## src/rtl/hazard_pkg.sv

```systemverilog
// Shared types and constants for the hazard scoreboard: the tracked-entry layout,
// the register-file forwarding code and the parameter legality check.
package hazard_pkg;

    // Entry rd field is sized for the widest register file supported (MIPS: 32 regs).
    localparam int RD_W   = 5;
    localparam int FWD_RF = 0;

    typedef struct packed {
        logic            valid;
        logic            wr;
        logic            load;
        logic [RD_W-1:0] rd;
    } entry_t;

    function automatic bit params_legal(int reg_aw, int track, int load_ready);
        return (load_ready >= 1) && (load_ready < track) && (reg_aw >= 1) && (reg_aw <= RD_W);
    endfunction

endpackage

```

## src/rtl/hazard_scoreboard_if.sv

```systemverilog
// ID-stage to hazard scoreboard bundle: operand/destination info in, stall,
// bubble and forwarding selects back out.
interface hazard_scoreboard_if #(
    parameter int REG_AW = 5,
    parameter int TRACK  = 3
);
    localparam int FW = $clog2(TRACK + 1);

    // No valid/ready pair here: id_valid_i qualifies the ID instruction every cycle,
    // and stall_o is the back-pressure (the ID instruction is only consumed when
    // id_valid_i & !stall_o & !flush_i); the answer is combinational in the same cycle.
    logic              id_valid_i;
    logic [REG_AW-1:0] id_rs_i;
    logic [REG_AW-1:0] id_rt_i;
    logic              id_use_rs_i;
    logic              id_use_rt_i;
    logic              id_wr_i;
    logic [REG_AW-1:0] id_rd_i;
    logic              id_load_i;
    logic              flush_i;
    logic              stall_o;
    logic              bubble_o;
    logic [FW-1:0]     fwd_rs_o;
    logic [FW-1:0]     fwd_rt_o;
    logic [FW-1:0]     inflight_o;

    modport master (
        output id_valid_i, id_rs_i, id_rt_i, id_use_rs_i, id_use_rt_i,
               id_wr_i, id_rd_i, id_load_i, flush_i,
        input  stall_o, bubble_o, fwd_rs_o, fwd_rt_o, inflight_o
    );

    modport slave (
        input  id_valid_i, id_rs_i, id_rt_i, id_use_rs_i, id_use_rt_i,
               id_wr_i, id_rd_i, id_load_i, flush_i,
        output stall_o, bubble_o, fwd_rs_o, fwd_rt_o, inflight_o
    );

endinterface

```

## src/rtl/hazard_match.sv

```systemverilog
// Priority search of the in-flight array for one source register: youngest
// matching writer decides between forwarding from stage k and a load-use hazard.
module hazard_match
    import hazard_pkg::*;
#(
    parameter int TRACK      = 3,
    parameter int LOAD_READY = 1,
    parameter int FW         = $clog2(TRACK + 1)
) (
    input  entry_t [TRACK-1:0] entries,
    input  logic [RD_W-1:0]    src,
    input  logic               use_src,
    output logic               hit,
    output logic               hazard,
    output logic [FW-1:0]      fwd
);

    // Scan oldest to youngest so the youngest match overwrites older ones.
    always_comb begin
        hit    = 1'b0;
        hazard = 1'b0;
        fwd    = FW'(FWD_RF);
        for (int k = TRACK - 1; k >= 0; k--) begin
            if (use_src && entries[k].valid && entries[k].wr &&
                entries[k].rd == src && entries[k].rd != '0) begin
                hit = 1'b1;
                if (entries[k].load && k < LOAD_READY) begin
                    hazard = 1'b1;
                    fwd    = FW'(FWD_RF);
                end else begin
                    hazard = 1'b0;
                    fwd    = FW'(k + 1);
                end
            end
        end
    end

endmodule

```

## src/rtl/hazard_scoreboard.sv

```systemverilog
// Hazard/forwarding controller: shift array of in-flight destinations, stall and
// bubble generation, inflight count. HAZARD_PERF_EN adds a saturating stall counter.
module hazard_scoreboard
    import hazard_pkg::*;
#(
    parameter int REG_AW     = 5,
    parameter int TRACK      = 3,
    parameter int LOAD_READY = 1,
    parameter int FW         = $clog2(TRACK + 1)
) (
    input  logic                clk_i,
    input  logic                rst_i,
    hazard_scoreboard_if.slave  sb
`ifdef HAZARD_PERF_EN
    ,
    output logic [15:0]         perf_stall_cnt_o
`endif
);

    if (!params_legal(REG_AW, TRACK, LOAD_READY)) begin : g_bad_params
        $error("hazard_scoreboard: need 1 <= LOAD_READY < TRACK and REG_AW <= %0d", RD_W);
    end

    entry_t [TRACK-1:0] entries;
    entry_t             new_entry;
    logic               haz_rs;
    logic               haz_rt;
    logic               hit_rs;
    logic               hit_rt;
    logic [FW-1:0]      fwd_rs;
    logic [FW-1:0]      fwd_rt;
    logic [FW-1:0]      inflight;
    logic               stall;
    logic               unused_hits;

    hazard_match #(.TRACK(TRACK), .LOAD_READY(LOAD_READY), .FW(FW)) u_match_rs (
        .entries (entries),
        .src     (RD_W'(sb.id_rs_i)),
        .use_src (sb.id_use_rs_i),
        .hit     (hit_rs),
        .hazard  (haz_rs),
        .fwd     (fwd_rs)
    );

    hazard_match #(.TRACK(TRACK), .LOAD_READY(LOAD_READY), .FW(FW)) u_match_rt (
        .entries (entries),
        .src     (RD_W'(sb.id_rt_i)),
        .use_src (sb.id_use_rt_i),
        .hit     (hit_rt),
        .hazard  (haz_rt),
        .fwd     (fwd_rt)
    );

    assign unused_hits = hit_rs ^ hit_rt;

    // A flush squashes the ID instruction, so it overrides any hazard it might have.
    assign stall       = sb.id_valid_i & (haz_rs | haz_rt) & ~sb.flush_i;
    assign sb.stall_o  = stall;
    assign sb.bubble_o = stall | sb.flush_i;
    assign sb.fwd_rs_o = fwd_rs;
    assign sb.fwd_rt_o = fwd_rt;

    always_comb begin
        new_entry       = '0;
        new_entry.valid = sb.id_valid_i & ~stall & ~sb.flush_i;
        new_entry.wr    = sb.id_wr_i;
        new_entry.load  = sb.id_load_i;
        new_entry.rd    = RD_W'(sb.id_rd_i);
    end

    // Downstream never freezes: bubbles shift through exactly like instructions.
    always_ff @(posedge clk_i or negedge rst_i) begin
        if (!rst_i) begin
            entries <= '0;
        end else begin
            entries <= {entries[TRACK-2:0], new_entry};
        end
    end

    always_comb begin
        inflight = '0;
        for (int k = 0; k < TRACK; k++) begin
            inflight = inflight + FW'(entries[k].valid);
        end
    end

    assign sb.inflight_o = inflight;

`ifdef HAZARD_PERF_EN
    always_ff @(posedge clk_i or negedge rst_i) begin
        if (!rst_i) begin
            perf_stall_cnt_o <= '0;
        end else if (stall && perf_stall_cnt_o != 16'hFFFF) begin
            perf_stall_cnt_o <= perf_stall_cnt_o + 16'd1;
        end
    end
`endif

endmodule

```

## src/flat_wrapper.sv

```systemverilog
// flat-port wrapper written by rule: the top's interface ports become plain ports
module hazard_scoreboard_flat import hazard_pkg::*;
#(
    parameter int REG_AW     = 5,
    parameter int TRACK      = 3,
    parameter int LOAD_READY = 1,
    parameter int FW         = $clog2(TRACK + 1)
)
  (clk_i, rst_i, sb_id_valid_i, sb_id_rs_i, sb_id_rt_i, sb_id_use_rs_i, sb_id_use_rt_i, sb_id_wr_i, sb_id_rd_i, sb_id_load_i, sb_flush_i, sb_stall_o, sb_bubble_o, sb_fwd_rs_o, sb_fwd_rt_o, sb_inflight_o);
  hazard_scoreboard_if #(.REG_AW(REG_AW), .TRACK(TRACK)) sb_i ();
  input  logic clk_i;
  input  logic rst_i;
  input wire logic [$bits(sb_i.id_valid_i)-1:0] sb_id_valid_i;
  input wire logic [$bits(sb_i.id_rs_i)-1:0] sb_id_rs_i;
  input wire logic [$bits(sb_i.id_rt_i)-1:0] sb_id_rt_i;
  input wire logic [$bits(sb_i.id_use_rs_i)-1:0] sb_id_use_rs_i;
  input wire logic [$bits(sb_i.id_use_rt_i)-1:0] sb_id_use_rt_i;
  input wire logic [$bits(sb_i.id_wr_i)-1:0] sb_id_wr_i;
  input wire logic [$bits(sb_i.id_rd_i)-1:0] sb_id_rd_i;
  input wire logic [$bits(sb_i.id_load_i)-1:0] sb_id_load_i;
  input wire logic [$bits(sb_i.flush_i)-1:0] sb_flush_i;
  output wire logic [$bits(sb_i.stall_o)-1:0] sb_stall_o;
  output wire logic [$bits(sb_i.bubble_o)-1:0] sb_bubble_o;
  output wire logic [$bits(sb_i.fwd_rs_o)-1:0] sb_fwd_rs_o;
  output wire logic [$bits(sb_i.fwd_rt_o)-1:0] sb_fwd_rt_o;
  output wire logic [$bits(sb_i.inflight_o)-1:0] sb_inflight_o;
  assign sb_i.id_valid_i = sb_id_valid_i;
  assign sb_i.id_rs_i = sb_id_rs_i;
  assign sb_i.id_rt_i = sb_id_rt_i;
  assign sb_i.id_use_rs_i = sb_id_use_rs_i;
  assign sb_i.id_use_rt_i = sb_id_use_rt_i;
  assign sb_i.id_wr_i = sb_id_wr_i;
  assign sb_i.id_rd_i = sb_id_rd_i;
  assign sb_i.id_load_i = sb_id_load_i;
  assign sb_i.flush_i = sb_flush_i;
  assign sb_stall_o = sb_i.stall_o;
  assign sb_bubble_o = sb_i.bubble_o;
  assign sb_fwd_rs_o = sb_i.fwd_rs_o;
  assign sb_fwd_rt_o = sb_i.fwd_rt_o;
  assign sb_inflight_o = sb_i.inflight_o;
  hazard_scoreboard #(.REG_AW(REG_AW), .TRACK(TRACK), .LOAD_READY(LOAD_READY), .FW(FW)) u_core (.clk_i(clk_i), .rst_i(rst_i), .sb(sb_i));
endmodule
```

## config.mk

```make
export PLATFORM = sky130hd
export DESIGN_NAME = hazard_scoreboard_flat
export DESIGN_NICKNAME = d
export VERILOG_FILES = /design/src/rtl/hazard_pkg.sv /design/src/rtl/hazard_scoreboard_if.sv /design/src/rtl/hazard_match.sv /design/src/rtl/hazard_scoreboard.sv /design/src/flat_wrapper.sv
export SDC_FILE = /design/constraint.sdc
export NUM_CORES = 1
export LEC_CHECK = 0
export ABC_AREA = 1
export CORE_MARGIN = 2
export CORE_UTILIZATION = 43
export DETAILED_ROUTE_END_ITERATION = 7
export PLACE_DENSITY = 0.75
export SLEW_MARGIN = 20
export SYNTH_ARGS = -nofsm -noshare
export SYNTH_HDL_FRONTEND = slang
export SYNTH_SLANG_ARGS = --single-unit
export TNS_END_PERCENT = 20
```

## constraint.sdc

```tcl
create_clock -name clk_i -period 1.35 [get_ports clk_i]
set_input_delay 0.27 -clock clk_i [delete_from_list [all_inputs] [get_ports clk_i]]
set_output_delay 0.27 -clock clk_i [all_outputs]
set_load 0.03 [all_outputs]
```

* Word level (Yosys, flattened, before mapping)
Index checks and enable logic that the tools add are counted.
** Cells by class
- Add/sub/neg operators :: 2
- Equal/unequal tests :: 6
- Multiplexer cells :: 10
- Bitwise gates (word level) :: 8
- Reductions and logical operators :: 27
** Operators by type and width (count)
- 5-bit equality test :: 6
- 1-bit logical AND :: 24
- 5-bit nonzero test :: 3
- 2-bit two-way mux :: 6
- 1-bit AND :: 4
- 1-bit two-way mux :: 4
- 1-bit by 1-bit adder with 2-bit output :: 1
- 2-bit by 1-bit adder with 2-bit output :: 1
- 1-bit NOT :: 2
- 1-bit OR :: 2
** Word-level totals
- Bits in registers :: 22
- Bits of input ports :: 23
- Output and inout port bits :: 8
- Word-level logic and storage cells :: 63

* Depth between registers and ports, before layout
Gate-level depths: netlist of the first run.
- Word-level depth :: 11
- Mapped depth :: 9
- Mapped depth without buffers :: 9

* Modules after synthesis
A second synthesis of the first run with hierarchy kept.
** Unflattened totals
- Cell total of the unflattened synthesis :: 232
- Area, all modules :: 1519.0 µm²
** By module, submodules not included
- hazard_match :: instances 2, cells each 100, area an instance 430.4 µm², seq. area each 0.0 µm²
- hazard_scoreboard :: instances 1, cells each 32, area an instance 658.1 µm², seq. area each 600.6 µm²

* Worst setup path after synthesis of the first run
Ideal clock, no wire load.
- Path type :: reg2out
- Start point :: register, netlist name u_core.entries[2]
- End point :: output sb_fwd_rs_o[0]
- Data arrival time :: 1.359 ns
- Data required time :: 1.080 ns
- Slack :: -0.279 ns
- Stages on the path, launching flop included :: 7
- Buffers on the path :: 0
- Cells stage by stage :: dfrtp_1 -> nor2_1 -> nand2_1 -> nor2_2 -> nor2_1 -> nand3_1 -> a21boi_1
** Between the ends
- Word-level cells in the longest chain between the ends :: 4
- Elaborated cells on any way between the ends :: 5
- Those cells by class :: 1 x eq/ne; 1 x mux; 3 x reduce/logical
** RTL lines
- 5-bit equality test :: RTL line hazard_match.sv:25 : entries[k].rd == src && entries[k].rd != '0) begin
- 1-bit logical AND :: RTL line hazard_match.sv:24 : if (use_src && entries[k].valid && entries[k].wr &&
- 1-bit logical AND (*) :: RTL line hazard_match.sv:25
- 2-bit two-way mux (*) :: RTL line hazard_match.sv:24
- to (decl) :: RTL line flat_wrapper.sv:24 : output wire logic [$bits(sb_i.fwd_rs_o)-1:0] sb_fwd_rs_o;
Mark *: on every way between the ends. The rest lies on a longest branch, timed or not.

* Worst setup path in the final report of the first run
- Start point :: register, netlist name u_core.entries[1]
- End point :: output sb_fwd_rs_o[1]
** Between the ends
- Word-level cells in the longest chain between the ends :: 4
- Elaborated cells on any way between the ends :: 5
- Those cells by class :: 1 x eq/ne; 1 x mux; 3 x reduce/logical
** RTL lines (RTL line)
- 5-bit equality test :: hazard_match.sv:25
- 1-bit logical AND :: hazard_match.sv:24
- 1-bit logical AND (*) :: hazard_match.sv:25
- 2-bit two-way mux (*) :: hazard_match.sv:24
Marks and branches as above.

==> results of run 1 <==
cell type report:
type	instances	area (um2)	share of cell area [%]
clock buffers	4	36.3	2.11
inverters	13	48.8	2.83
multi-input cells	105	647	37.6
flip-flops and latches	22	553	32.1
well taps	31	38.8	2.25
repair buffers	43	398	23.1
worst max path at each step:
stage | endpoint | slack, ps
6_report | sb_fwd_rs_o[1] | -580
5_1_grt | sb_fwd_rs_o[1] | -690
4_1_cts | sb_fwd_rt_o[0] | -600
3_5_place_dp | sb_stall_o | -660
3_3_place_gp | sb_stall_o | -610
2_1_floorplan | sb_stall_o | -90
what timing repair did:
| item | CTS | global route |
|---|---|---|
| pin swaps | 13 | 5 |
| gates resized for setup | 19 | 6 |
| hold buffers | 0 | 0 |
| endpoints found under the setup margin | 9 | 9 |
| buffers inserted | 0 | 0 |
cell usage after synthesis:
| library cell | number |
|---|---|
| o21a_1 | 1 |
| fa_1 | 1 |
| nor3_1 | 2 |
| dfrtp_1 | 22 |
| inv_2 | 1 |
| nor2_2 | 5 |
| nand2_2 | 2 |
| nand3_1 | 8 |
| nand4_1 | 3 |
| or2_1 | 1 |
| and2_1 | 1 |
| o21ai_0 | 1 |
| xnor2_1 | 16 |
| nand2_1 | 32 |
| nor2_1 | 20 |
| or2_0 | 1 |
| xor2_1 | 10 |
| inv_1 | 12 |
| a21boi_1 | 1 |
power by group through the flow:
| stage | clock, mW | combinational [mW] | sequential [mW] |
|---|---|---|---|
| 2_1_floorplan | 0 | 0.140 | 0.736 |
| 5_1_grt | 0.403 | 0.318 | 0.738 |
| 4_1_cts | 0.362 | 0.289 | 0.732 |
| 6_report | 0.349 | 0.287 | 0.732 |
| 3_3_place_gp | 0 | 0.281 | 0.743 |
| 3_5_place_dp | 0 | 0.288 | 0.745 |
worst reg2reg max path, delay by kind of cell, from the launching register on:
kind	cells	cell delay, ps
AND/OR/NAND/NOR	4	400
flip-flops	1	450
XOR/XNOR	1	180
buffers and inverters	2	180
routing by layer:
layer	up-vias	global-route usage, %	wire [um]
met5	-	0	0
met4	0	7.14	38
met3	4	1.38	72
met2	23	29.4	1240
met1	460	22.3	1110
li1	528	-	-
through the flow:
step / setup TNS (ps) / hold slack, ps / setup slack [ps] / area (um2)
after floorplan: -321 / -25.6 / -89.6 / 1220
after global routing: -4840 / 307 / -695 / 1720
after detailed placement: -4360 / 373 / -661 / 1640
after CTS: -4090 / 300 / -595 / 1710
after global placement: -4060 / 366 / -607 / 1640
final: -3940 / 297 / -584 / 1720
kinds of logic (layout without fill, tap and decap cells):
family | Yosys count | in the layout | synth area share [%]
AO/OA/AOI/OAI | 3 | 3 | 1.68
XOR/XNOR | 26 | 26 | 19.1
adder cells (fa/ha/maj) | 1 | 1 | 1.68
buffers and inverters | 13 | 60 | 4.09
flip-flops | 22 | 22 | 46.1
AND/OR/NAND/NOR | 75 | 75 | 27.4
==> qor.csv, run 1 <==
metric,value,unit
diodes,0,
fin_ws,-584,ps
vias,1015,
finClkSkew,1.82,ps
cp.depth,6,
cp_cell_sequence,"xnor2_1, nand2_1, nor2_2, nand2_1, and2_2, buf_4",
dr.pass1.iters,4,
cp_num_buf_inv,1,
crit_start,u_core.entries[1]$_DFF_PN0_,
htreeDepth,1,
wl,2460,um
regToRegSetupSlack,40,ps
critPathRequiredTime,1080,ps
slowest_stage,dfrtp_1,
drtIter0Drc,7,
yosysSeqAreaShare,46.1,%
combPwrFrac,21.0,%
numCtsBuffers,3,
grt_pass1_wl,4310,um
stdcell_count,218,
die_h,56.7,um
ctsLongestPathBuffers,2,
start_util,44.4,%
wl_per_cell,11.3,um
die-area,3210,um2
num_rows,19,
hpwlAfterDp,2090,um
reg2reg_depth,7,
drv_slew,0,
utilization,64.1,%
violations,setup timing,
yosys.area.top_type,dfrtp_1,
crit_type,flop to output port,
power.switching,358,uW
p_clk_share,25.5,%
rsz0062_at_grt,yes,
max_stage_delay,450,ps
first_global_vias,1030,
setup_viol,8,
largestRegisters,u_core.entries x22,
drive_gt1_share,24.6,%
critPathLaunchType,flop,
finalCritPeriodShare,143,%
switching_share,26.2,%
port_buffers,30,
grt_use_total,17.2,%
grt_overflow,0,
avgViaCountPerCell,4.66,
grt_max_degree,23,
tightest_slew,278,ps
synthCells,140,
final_cell_mix,"30 x nand2_1, 20 x dfrtp_1, 16 x nor2_1, 16 x xnor2_1",
clock-root-buffer,clkbuf_4,
synth.distinct_cells,19,
tritoncts,built,
p_int,1.01,mW
ios,31,
layout.nets,212,
synthTopCellsByArea,"dfrtp_1 46%, xnor2_1 12%, nand2_1 10%",
regMostFlops,u_core.entries,
power,1.37,mW
ant_nets,0,
fmax,0.517,GHz
die_w,56.7,um
synth.avg_cell_area,8.53,um2
synth.net_count,164,
finalHoldViolCount,0,
synth-seq-cells,22,
r2r-end,u_core.entries[7]$_DFF_PN0_,
final_common_cell,nand2_1,
drcViolationCount,0,
clk_latency,300,ps
placed_cells,214,
ir_worst_vdd,673,uV
worstHoldPathType,primary input to async pin,
seq_power_share,53.6,%
cpMostUsedCell,nand2_1,
fillers,252,
area_growth,44.2,%
path_clk_slew,110,ps
endpoint_kind,output port,
powerDensity,794,nW/um2
critPathTopFamily,simple AND/OR/NAND/NOR gates,
cts.sinks,22,
fin_crit,1930,ps
critPathArrivalTime,1660,ps
path_max_fanout,4,
place.gp.congestion,0.833,
largest_register_ffs,22,
status,"complete, but fails checks",
syn-cell-area,1190,um2
slew_headroom,81.5,%
maxCapViolCount,0,
p_leak,0.791,nW
synth_warnings,0,
core_area,2690,um2
antenna_found_initial,0,
synth_top_area_share,46.1,%
reg2reg_from,u_core.entries[1]$_DFF_PN0_,
Power figures use the tool's default switching activity.
==> inputs of run 2 (changes only) <==
--- a/config.mk
+++ b/config.mk
@@ -5,11 +5,12 @@
 export SDC_FILE = /design/constraint.sdc
 export NUM_CORES = 1
 export LEC_CHECK = 0
-export ABC_AREA = 1
+export ABC_AREA = 0
 export CORE_MARGIN = 2
-export CORE_UTILIZATION = 43
+export CORE_UTILIZATION = 41
 export DETAILED_ROUTE_END_ITERATION = 7
-export PLACE_DENSITY = 0.75
+export MAX_ROUTING_LAYER = met4
+export PLACE_DENSITY = 0.73
 export SLEW_MARGIN = 20
 export SYNTH_ARGS = -nofsm -noshare
 export SYNTH_HDL_FRONTEND = slang
==> constraint.sdc (replaced) <==
create_clock -name clk_i -period 1.35 [get_ports clk_i]
set_input_delay 0.27 -clock clk_i [delete_from_list [all_inputs] [get_ports clk_i]]
set_output_delay 0.27 -clock clk_i [all_outputs]
set_load 0.02 [all_outputs]
==> run 2 against run 1 <==
Against the previous run: the flow still finishes with violations (setup timing); design area up 1.9%; sequential power fell by 0.8%; clock-buffer cell count decreased by 1; non-clock buffer count increased by 15; register-to-register slack got worse by 380 ps; power decreased by 4.7%; clock skew rose by 1.9 ps; synthesized cell count fell by 38%; largest cell class unchanged; largest power group unchanged; combinational power increased by 8.0%; via count shrank 11%.
==> qor.csv, run 2 <==
metric,value,unit,change
status,"complete, but fails checks",,unchanged
violations,setup timing,,unchanged
drcViolationCount,0,,unchanged
area_growth,64.4,%,was 44.2%
path_max_fanout,3,,was 4
dr.pass1.iters,4,,unchanged
ctsLongestPathBuffers,2,,unchanged
final_cell_mix,"31 x buf_4, 21 x dfrtp_1, 18 x xnor2_1, 18 x clkdlybuf4s50_1",,"was 30 x nand2_1, 20 x dfrtp_1, 16 x nor2_1, 16 x xnor2_1"
die_w,55.0,um,was 56.7 um
critPathLaunchType,flop,,unchanged
finClkSkew,3.77,ps,was 1.82 ps
powerDensity,743,nW/um2,was 794 nW/um2
seq_power_share,55.7,%,was 53.6%
first_global_vias,924,,"was 1,030"
switching_share,24.8,%,was 26.2%
syn-cell-area,1070,um2,was 1190 um2
yosys-top-cells-count,"22 x dfrtp_1, 21 x xnor2_1, 9 x nand4_1, 9 x xor2_1",,"was 32 x nand2_1, 22 x dfrtp_1, 20 x nor2_1"
synth_top_area_share,51.6,%,was 46.1%
synth.distinct_cells,24,,was 19
synth-seq-cells,22,,unchanged
setup_viol,9,,was 8
synth_edf_count,0,,unchanged
drv_slew,0,,unchanged
synth.net_count,111,,was 164
clock-root-buffer,clkbuf_4,,unchanged
final_common_cell,buf_4,,was nand2_1
slew_headroom,78.3,%,was 81.5%
clk_latency,290,ps,was 300 ps
die-area,3030,um2,was 3210 um2
synth_most_common_cell,dfrtp_1,,was nand2_1
largest_register_ffs,22,,unchanged
crit_type,flop to output port,,unchanged
ios,31,,unchanged
path_clk_slew,100,ps,was 110 ps
fin_crit,2240,ps,was 1930 ps
ir_worst_vdd,846,uV,was 673 uV
fin_ws,-888,ps,was -584 ps
finalCritPeriodShare,166,%,was 143%
fmax,0.447,GHz,was 0.517 GHz
diodes,0,,unchanged
yosysSeqAreaShare,51.6,%,was 46.1%
wl,2590,um,was 2460 um
num_rows,18,,was 19
ant_nets,0,,unchanged
power,1.30,mW,was 1.37 mW
drive_gt1_share,39.2,%,was 24.6%
tightest_slew,324,ps,was 278 ps
drtIter0Drc,7,,unchanged
antenna_found_initial,0,,unchanged
die_h,55.0,um,was 56.7 um
layout.nets,174,,was 212
grt_max_degree,23,,unchanged
synth_warnings,0,,unchanged
ys.flop_type,dfrtp_1,,unchanged
vias,906,,"was 1,015"
grt_overflow,0,,unchanged
cts_hold_buffers,0,,unchanged
combPwrFrac,23.8,%,was 21.0%
p_int,980,uW,was 1.01 mW
tritoncts,built,,unchanged
yosys.area.top_type,dfrtp_1,,unchanged
endpoint_kind,output port,,unchanged
synthTopCellsByArea,"dfrtp_1 52%, xnor2_1 17%, xor2_1 7.4%",,"was dfrtp_1 46%, xnor2_1 12%, nand2_1 10%"
critPathArrivalTime,1970,ps,was 1660 ps
largestRegisters,u_core.entries x22,,unchanged
port_buffers,30,,unchanged
numCtsBuffers,3,,unchanged
rsz0062_at_grt,yes,,unchanged
start_util,43.1,%,was 44.4%
place.gp.congestion,0.871,,was 0.833
finalHoldViolCount,0,,unchanged
dp_slack,-1340,ps,was -661 ps
maxCapViolCount,0,,unchanged
grt_use_total,19.7,%,was 17.2%
regMostFlops,u_core.entries,,unchanged
power.switching,323,uW,was 358 uW
synth.avg_cell_area,12.3,um2,was 8.53 um2
worstHoldPathType,primary input to async pin,,unchanged
core_area,2480,um2,was 2690 um2
wl_per_cell,14.6,um,was 11.3 um
cts.sinks,22,,unchanged
async_reset_ff_share,100,%,unchanged
p_leak,0.756,nW,was 0.791 nW
synthCells,87,,was 140
p_clk_share,20.5,%,was 25.5%
grt_pass1_wl,4040,um,was 4310 um
critPathRequiredTime,1080,ps,about the same
avgViaCountPerCell,5.09,,was 4.66
htreeDepth,1,,unchanged
hpwlAfterDp,2160,um,was 2090 um
-- run 2: kinds of logic (layout without fill, tap and decap cells) --
logic type	Yosys count	after routing	share of synthesized area (%)
AOI/OAI and AO/OA	4	4	2.93
xor gates and xnor gates	30	30	24.6
adders and majority gates	1	1	1.88
buffers and inverters	1	62	0.351
DFF	22	22	51.6
muxes	2	2	1.88
and+or+nand+nor	27	27	16.8
-- run 2: final cells by class --
class,instances,area [um2]
Multi-Input combinational cell,64,626
Sequential cell,22,552
Inverter,1,3.75
Tap cell,30,37.5
Timing Repair Buffer,58,513
Fill cell,185,723
Clock buffer,3,22.5
-- run 2: path summary, 6_finish.rpt --
kind,start,end,slack [ps],cells past startpoint
setup / recovery,u_core.entries[9]$_DFF_PN0_,sb_fwd_rt_o[0],-890,6
hold / removal,rst_i,u_core.entries[10]$_DFF_PN0_,300,2
setup reg to reg,u_core.entries[3]$_DFF_PN0_,u_core.entries[7]$_DFF_PN0_,-340,5
hold reg to reg,u_core.entries[14]$_DFF_PN0_,u_core.entries[22]$_DFF_PN0_,400,0
max in group asynchronous,rst_i,u_core.entries[7]$_DFF_PN0_,820,2
min in group clk_i,u_core.entries[14]$_DFF_PN0_,u_core.entries[22]$_DFF_PN0_,400,0
-- run 2: layer usage --
metal  share of wire (%)  wire, um  up-vias  track usage, %
met5                   0         0        -               -
met3                 3.4        88        4           0.806
met2                  51      1320       20            33.7
met1                  45      1160      450            25.0
li1                    -         -      432               -
met4                 1.1        29        0            7.32
-- run 2: critical path, stage by stage, from the launching register on --
cell and delay, ps:
dfrtp_1 420, or3_1 370, o311a_1 330, nand4_1 200
nand2b_4 80, mux2i_4 130, buf_4 160
-- run 2: stage by stage --
stage	instance area, um2	utilization, %	cells	hold WS, ps	setup TNS, ps
6_report	1750	70.8	178	302	-5990
3_3_place_gp	1670	67.5	176	367	-8780
3_5_place_dp	1670	67.5	176	368	-8950
2_1_floorplan	1120	-	87	-25.6	-2470
4_1_cts	1700	68.5	180	303	-6400
5_1_grt	1750	70.8	178	309	-6710
-- run 2: power groups by stage --
stage	sequential (mW)	combinational, mW	clock, mW
final	0.726	0.310	0.268
after global routing	0.731	0.335	0.305
after CTS	0.725	0.296	0.280
after detailed placement	0.738	0.297	0
after global placement	0.737	0.292	0
after floorplan	0.738	0.108	0
-- run 2: repair_timing --
item / 4_1_cts / 5_1_grt
setup endpoints to repair: 9 / 9
buffers inserted: 1 / 0
cloned: 0 / 0
resized for setup: 42 / 16
pin swaps: 6 / 11
==> variant: new RTL, config.mk and constraints of run 2 <==
`REG_AW` is set to 5 in 3 places; all go to 4.
--- a/src/rtl/hazard_scoreboard_if.sv
+++ b/src/rtl/hazard_scoreboard_if.sv
@@ -1,7 +1,7 @@
 // ID-stage to hazard scoreboard bundle: operand/destination info in, stall,
 // bubble and forwarding selects back out.
 interface hazard_scoreboard_if #(
-    parameter int REG_AW = 5,
+    parameter int REG_AW = 4,
     parameter int TRACK  = 3
 );
     localparam int FW = $clog2(TRACK + 1);
--- a/src/rtl/hazard_scoreboard.sv
+++ b/src/rtl/hazard_scoreboard.sv
@@ -3,7 +3,7 @@
 module hazard_scoreboard
     import hazard_pkg::*;
 #(
-    parameter int REG_AW     = 5,
+    parameter int REG_AW     = 4,
     parameter int TRACK      = 3,
     parameter int LOAD_READY = 1,
     parameter int FW         = $clog2(TRACK + 1)
--- a/src/flat_wrapper.sv
+++ b/src/flat_wrapper.sv
@@ -1,7 +1,7 @@
 // flat-port wrapper written by rule: the top's interface ports become plain ports
 module hazard_scoreboard_flat import hazard_pkg::*;
 #(
-    parameter int REG_AW     = 5,
+    parameter int REG_AW     = 4,
     parameter int TRACK      = 3,
     parameter int LOAD_READY = 1,
     parameter int FW         = $clog2(TRACK + 1)
Interface: changed (resized sb_id_rd_i, sb_id_rs_i and sb_id_rt_i); port bits go from 31 to 28. No check against the original RTL was run, so the function may have changed too.
==> variant against run 2 <==
  * The run still ends with setup timing left
  * Sequential cell count decreased by 3
  * Clock power increased by 4%
  * Routed wire length increased by 0.54%
  * Sequential share of layout area decreased by 2.6 points
  * Total power decreased by 3.5%
  * Maximum frequency increased by 4.3%
  * Synthesized area decreased by 9.7%
  * Clock skew increased by 0.0017 ns
  * Combinational power increased by 10%
  * Final area decreased by 4.7%
  * Setup slack improved by 0.091 ns
  * Critical path type unchanged
  * Highest routed layer unchanged
==> variant: results (changes against run 2) <==
Parameter                              Value

Timing
  Worst Setup Slack, final ... -0.7968 ns (+0.09147 ns)
  Setup violation total in the final timing report ... 9 (unchanged)
  Sum of negative setup slack ... -5.554 ns (+0.4387 ns)
  Worst clock skew ... 0.005503 ns (+0.001734 ns)

Logic synthesis
  Fraction of the yosys area taken by sequential cells ... 49.35% (-2.2 points)
  Top cell types by occurrence after synthesis ... sky130_fd_sc_hd__xnor2_1, sky130_fd_sc_hd__dfrtp_1, sky130_fd_sc_hd__nand2_1
  Post-Synthesis Net Count ... 104 (-6.3%)
  Unique masters post-synth ... 20 (-17%)

Global routing
  First-pass GRT wire length ... 3.594 mm (-11%)
  Maximum number of pins on one net before global-route repair ... 20 (-13%)
  Via count of the first global-routing pass ... 807 (-13%)
  Overall Global Routing Usage ... 18.98% (-0.76 points)

Critical path
  Critical path fanouts, max ... 4 (+1)
  Worst path arrival time ... 1.88 ns (-0.09 ns)
  Timing startpoint of the critical path ... u_core.entries[10]

Power
  Cell leakage power ... 0.6937 nW (-8.2%)
  Maximum vdd ir drop ... 0.0009334 V (+10%)

Place
  Count of input and output buffers ... 27 (-10%)
  Detailed placer's ending HPWL ... 1.809 mm (-16%)
  Area of placed instances ... 0.001455 mm² (-13%)
  Placement Setup Slack ... -1.330 ns (+0.01140 ns)
  Final GP Congestion ... 0.8712 (about the same)

Cells and area
  Registers with the most flip-flops ... u_core.entries: 19 flops
  Fraction of layout cells with a size suffix above 1 ... 53.73% (+15 points)
  Post-layout nets ... 156 (-10%)

Route
  DRT Wirelength ... 2.605 mm (+0.54%)
  Total via count after detailed routing ... 852 (-6.0%)
  Initial detailed-routing violation count ... 2 (-5)

Clock network
  Max H-tree Level ... 1 (unchanged)

Run status
  Failing checks ... setup timing
  Result of the run ... finished, violations left
## variant: cells by family after synthesis
family	share of synthesized area [%]
AOI/OAI and AO/OA	5.975
xor gates and xnor gates	21.82
adders and majority gates	2.078
DFF	49.35
and+or+nand+nor	20.78
## variant: cell type report
class	instances	area, µm²
clock inverters	1	7.507
well taps	28	35.03
clock buffers	3	22.52
fillers	161	540.5
repair buffers	47	411.6
multi-input cells	64	713.2
flip-flops and latches	19	481.7
## variant: per-layer routing
metal  GRT usage, %  wire length [µm]
met1          22.49              1052
met2          33.13              1448
met3          1.714                58
met4          7.692                45
met5              -                 0
## variant: final timing paths
kind | to | slack [ns] | cells after the start
hold reg to reg | u_core.entries[19] | 0.43 | 0
setup reg to reg | u_core.entries[7] | -0.14 | 6
max in group asynchronous | u_core.entries[10] | 0.85 | 2
hold / removal | u_core.entries[0] | 0.30 | 2
setup / recovery | sb_fwd_rs_o[1] | -0.80 | 5
min in group clk_i | u_core.entries[1] | 0.40 | 1
## variant: what timing repair did
item	CTS	global route
pin swaps	9	10
buffers inserted	2	2
resized for setup	64	18
setup endpoints to repair	9	9
endpoints found under the hold margin	0	0
## variant: worst max-delay path: stages, from the launching register on
cell                      delay, ns
sky130_fd_sc_hd__dfrtp_2       0.46
sky130_fd_sc_hd__xnor2_2       0.21
sky130_fd_sc_hd__nand2_2       0.09
sky130_fd_sc_hd__or4_4         0.52
sky130_fd_sc_hd__a21oi_2       0.15
sky130_fd_sc_hd__buf_4         0.16
## variant: power by group
group / internal, mW / switching, mW / total, mW / leakage, nW
sequential: 0.599 / 0.0378 / 0.637 / 0.220
combinational: 0.188 / 0.154 / 0.342 / 0.460
clock: 0.112 / 0.166 / 0.278 / 0.0139
total: 0.900 / 0.358 / 1.26 / 0.694
